File: src/rtl/fifo_wr_arbiter.sv
// Round-robin arbiter that shares the single write port of fifo1 between NREQ
// requesters in the wclk domain, holding each grant for up to BURST_LEN beats.
`timescale 1ns/1ps
module fifo_wr_arbiter #(
    parameter int DSIZE     = 8,
    parameter int NREQ      = 4,
    parameter int BURST_LEN = 4,
    parameter int IDW       = (NREQ > 1) ? $clog2(NREQ) : 1
) (
    input  logic                  wclk,
    input  logic                  wrst_n,
    input  logic [NREQ-1:0]       req_valid,
    input  logic [NREQ*DSIZE-1:0] req_data,
    output logic [NREQ-1:0]       req_ready,
    input  logic                  wfull,
    output logic                  winc,
    output logic [DSIZE-1:0]      wdata,
    output logic                  grant_vld,
    output logic [IDW-1:0]        grant_id
);

    localparam int            CW        = (BURST_LEN > 1) ? $clog2(BURST_LEN) : 1;
    localparam logic [CW-1:0] LAST_BEAT = CW'(BURST_LEN - 1);

    typedef enum logic {IDLE, GRANT} state_e;

    state_e          state_q, state_d;
    logic [IDW-1:0]  g_q, g_d;
    logic [IDW-1:0]  rr_ptr_q, rr_ptr_d;
    logic [CW-1:0]   beat_cnt_q, beat_cnt_d;

    logic [IDW:0]    pick_rr;
    logic [IDW:0]    pick_next;
    logic [IDW-1:0]  next_ptr;
    logic            accept;
    logic            grant_end;

    // Returns {found, index} of the first valid requester scanning from ptr.
    function automatic logic [IDW:0] pick(input logic [NREQ-1:0] v,
                                          input logic [IDW-1:0]  ptr);
        logic           found;
        logic [IDW-1:0] idx;
        int             j;
        found = 1'b0;
        idx   = '0;
        for (int k = 0; k < NREQ; k++) begin
            j = (int'(ptr) + k) % NREQ;
            if (!found && v[j]) begin
                found = 1'b1;
                idx   = IDW'(j);
            end
        end
        return {found, idx};
    endfunction

    always_comb begin
        next_ptr  = IDW'((int'(g_q) + 1) % NREQ);
        pick_rr   = pick(req_valid, rr_ptr_q);
        pick_next = pick(req_valid, next_ptr);
    end

    always_comb begin
        req_ready  = '0;
        winc       = 1'b0;
        wdata      = '0;
        accept     = 1'b0;
        grant_end  = 1'b0;
        state_d    = state_q;
        g_d        = g_q;
        rr_ptr_d   = rr_ptr_q;
        beat_cnt_d = beat_cnt_q;

        case (state_q)
            IDLE: begin
                if (pick_rr[IDW]) begin
                    state_d = GRANT;
                    g_d     = pick_rr[IDW-1:0];
                end
            end
            GRANT: begin
                accept         = req_valid[g_q] & ~wfull;
                req_ready[g_q] = accept;
                winc           = accept;
                wdata          = req_data[g_q*DSIZE +: DSIZE];
                grant_end      = ~req_valid[g_q] | (accept & (beat_cnt_q == LAST_BEAT));
                // The exiting grantee sits last in the scan from g+1, so it
                // can be re-granted only if nobody else is waiting.
                if (grant_end) begin
                    rr_ptr_d   = next_ptr;
                    beat_cnt_d = '0;
                    if (pick_next[IDW]) begin
                        g_d = pick_next[IDW-1:0];
                    end else begin
                        state_d = IDLE;
                        g_d     = '0;
                    end
                end else if (accept) begin
                    beat_cnt_d = beat_cnt_q + CW'(1);
                end
            end
        endcase
    end

    always_ff @(posedge wclk or negedge wrst_n) begin
        if (!wrst_n) begin
            state_q    <= IDLE;
            g_q        <= '0;
            rr_ptr_q   <= '0;
            beat_cnt_q <= '0;
        end else begin
            state_q    <= state_d;
            g_q        <= g_d;
            rr_ptr_q   <= rr_ptr_d;
            beat_cnt_q <= beat_cnt_d;
        end
    end

    assign grant_vld = (state_q == GRANT);
    assign grant_id  = grant_vld ? g_q : '0;

endmodule

File: config.mk
export PLATFORM = sky130hd
export DESIGN_NAME = fifo_wr_arbiter
export DESIGN_NICKNAME = d
export VERILOG_FILES = /design/src/rtl/fifo_wr_arbiter.sv
export SDC_FILE = /design/constraint.sdc
export NUM_CORES = 1
export LEC_CHECK = 0
export BUFFER_PORTS_ARGS = -buffer_cell sky130_fd_sc_hd__buf_2
export CORE_MARGIN = 3
export CORE_UTILIZATION = 38
export DETAILED_ROUTE_END_ITERATION = 10
export HOLD_SLACK_MARGIN = 0.06
export PLACE_DENSITY = 0.67
export SLEW_MARGIN = 20
export SYNTH_ARGS = -nofsm -noshare
export SYNTH_HDL_FRONTEND = slang
export SYNTH_SLANG_ARGS = --single-unit
File: constraint.sdc
create_clock -name wclk -period 7.8 [get_ports wclk]
set_clock_uncertainty 0.1 [all_clocks]
set_input_delay 1.56 -clock wclk [delete_from_list [all_inputs] [get_ports wclk]]
set_output_delay 1.56 -clock wclk [all_outputs]
set_load 0.1 [all_outputs]
==> metrics.csv <==
stage,metric,value,unit
logic_synthesis,Unique masters post-synth,39,
logic_synthesis,top_reg_cell synth,dfrtp_1,
sta,sum of negative setup slack,0,ns
cts,post_cts resized,0,
outcome,status,finished clean,
cts,total CTS buffers,3,
floorplan,Die W,57.1,microns
routing,WL per Instance,14.4,microns
cells_and_area,share of cells above drive strength 1,48.0,%
cts,clk slew on worst S/H paths,0.06,ns
cells_and_area,diode count,0,
logic_synthesis,Commonest cells post-synth,"and2_1, mux4_2, dfrtp_1",
logic_synthesis,"Seq/Total Area, Yosys",17.7,%
logic_synthesis,post-synthesis compound-gate area fraction,16.5,%
logic_synthesis,Post-synth EDFFs,0,
hold_path,worst hold path depth,1,
run,Max-Cap Viols,0,
cells_and_area,fin nets,195,
global_routing,grt total ovfl,0,
sta,worst slew pin tran,0.881,ns
cts,# H-tree levels,1,
sta,RSZ-0062 raised after global routing,no,
routing,Routed Antenna Nets,0,
floorplan,io pins,55,
logic_synthesis,largest family of logic cells by synthesized area,simple AND/OR/NAND/NOR gates,
critical_path,CP Launch Type,input pin,
sta,worst rel slew slack,41.2,%
global_routing,first-pass GRT wire length,4220,microns
floorplan,row cnt,17,
sta,Hold WS,0.445,ns
global_routing,largest net degree at the start of global routing,24,
floorplan,Initial Utilization,42.4,%
critical_path,crit-path max FO,13,
sta,Final min period,4.63,ns
floorplan,Die Ht,57.1,microns
logic_synthesis,async set-reset flop share out of synthesis,100,%
sta,fmax,216,MHz
routing,Routed WL,2560,microns
critical_path,R2R cell count,7,
sta,final setup violation count,0,
logic_synthesis,Post-Synth Simple-Gate Area,26.6,%
floorplan,Core Region,2340,sq um
cts,CTS Hold Bufs,0,
logic_synthesis,dominant cell type by area after synthesis,mux4_2,
logic_synthesis,post-synthesis mux area share,25.2,%
cts,setup bufs post-CTS,0,
sta,Pins Over Slew Limit,0,
critical_path,CP Capture Type,output pin,
hold_path,Worst Hold Class,reg -> reg,
cts,Skew-Pair Late Insertion Delay,0.25,ns
logic_synthesis,Yosys top cell area share,20.4,%
critical_path,worst path arrival time,2.97,ns
cts,CTS max path bufs,2,
global_routing,initial antenna violation count,0,
global_routing,vias in the first global route,924,
logic_synthesis,Mean Syn Cell Area,9.54,sq um
routing,routed vias,972,
logic_synthesis,Mapped Nets,148,
global_routing,total global-route track usage,15.6,%
placed_design,placed wire-length estimate,2000,microns
sta,Final period util,59.4,%
logic_synthesis,largest cells by area after synthesis,"mux4_2, dfrtp_1, and2_1",
logic_synthesis,Synth Area in Adders,6.31,%
routing,vias per inst,5.46,
sta,final worst slack,3.17,ns
logic_synthesis,XOR/XNOR Fraction of Synth Area,0,%
placed_design,DP Worst Slack,3.17,ns
routing,Remaining DRCs,0,
cts,CTS tree,yes,
routing,initial DRC count,24,
placed_design,port bufs,54,
placed_design,Routability Congestion,0.767,
cts,clock sink count,7,
logic_synthesis,Synth warnings,0,
cells_and_area,Area Overhead vs Synth,27.4,%
routing,TritonRoute pass-1 iters,4,
logic_synthesis,most common cell in the netlist,and2_1,
sta,Fin. Hold Viols,0,
logic_synthesis,synthesized cell area,992,sq um
cells_and_area,final core utilization,54.0,%
logic_synthesis,Yosys reg bits,7,
critical_path,WS Path Type,in -> out,
cts,CTS Root Cell,clkbuf_4,
critical_path,CP required,6.14,ns
logic_synthesis,cell count after synthesis,104,
floorplan,DIE AREA,3260,sq um
-- sequential cells by signal, indices dropped and copies added (netlist names) --
register	cells
g_q	2
rr_ptr_q	2
grant_vld	1
beat_cnt_q	2
-- critical path: stages --
cell	delay [ns]
buf_2	0.17
mux4_2	0.54
and3b_1	0.26
and2_1	0.17
buf_2	0.28
-- stage by stage --
step / instance area (sq um) / std cells
floorplan: 992 / 104
global placement: 1240 / 174
detailed placement: 1240 / 174
CTS: 1260 / 178
global route: 1260 / 178
finish: 1260 / 178
-- cells by family after synthesis --
logic type,Yosys count
buffers and inverters,16
DFF,7
muxes,12
and+or+nand+nor,41
AOI/OAI and AO/OA,23
adders and majority gates,5
-- cell type report --
cell class / count / area (sq um)
multi-input cells: 81 / 741
fillers: 227 / 1080
well taps: 28 / 35.0
repair buffers: 54 / 270
flip-flops and latches: 7 / 175
inverters: 4 / 15.0
clock buffers: 3 / 22.5
clock inverters: 1 / 5.00
-- final timing paths --
check	from	endpoint	slack, ns
hold reg to reg	beat_cnt_q[0]	beat_cnt_q[0]	0.45
setup / recovery	req_valid[1]	req_ready[0]	3.17
min in group asynchronous	wrst_n	beat_cnt_q[0]	1.02
max in group asynchronous	wrst_n	rr_ptr_q[1]	6.43
hold / removal	beat_cnt_q[0]	beat_cnt_q[0]	0.45
setup reg to reg	g_q[0]	g_q[0]	4.96
-- layer usage --
layer / share of wire (%) / wire, microns / global-route usage (%)
met5: 0 / 0 / 0
met4: 0.51 / 13 / 2.32
met3: 4.5 / 115 / 4.07
met2: 54 / 1370 / 28.1
met1: 41 / 1060 / 19.1
-- cells in the final DEF, fill, tap and decap left out, types with 3 or more instances in the layout --
| cell type | netlist | routed |
|---|---|---|
| nand2_1 | 5 | 5 |
| inv_1 | 4 | 4 |
| a21oi_1 | 6 | 6 |
| dfrtp_1 | 7 | 7 |
| clkbuf_4 | 0 | 3 |
| mux4_2 | 9 | 9 |
| buf_2 | 4 | 54 |
| o21ai_0 | 4 | 4 |
| and2_1 | 14 | 14 |
| nor2_1 | 6 | 6 |
| ha_1 | 5 | 5 |
Power is not shown: default switching activity piles up to over one toggle a cycle in this logic, so the estimate is an artifact.
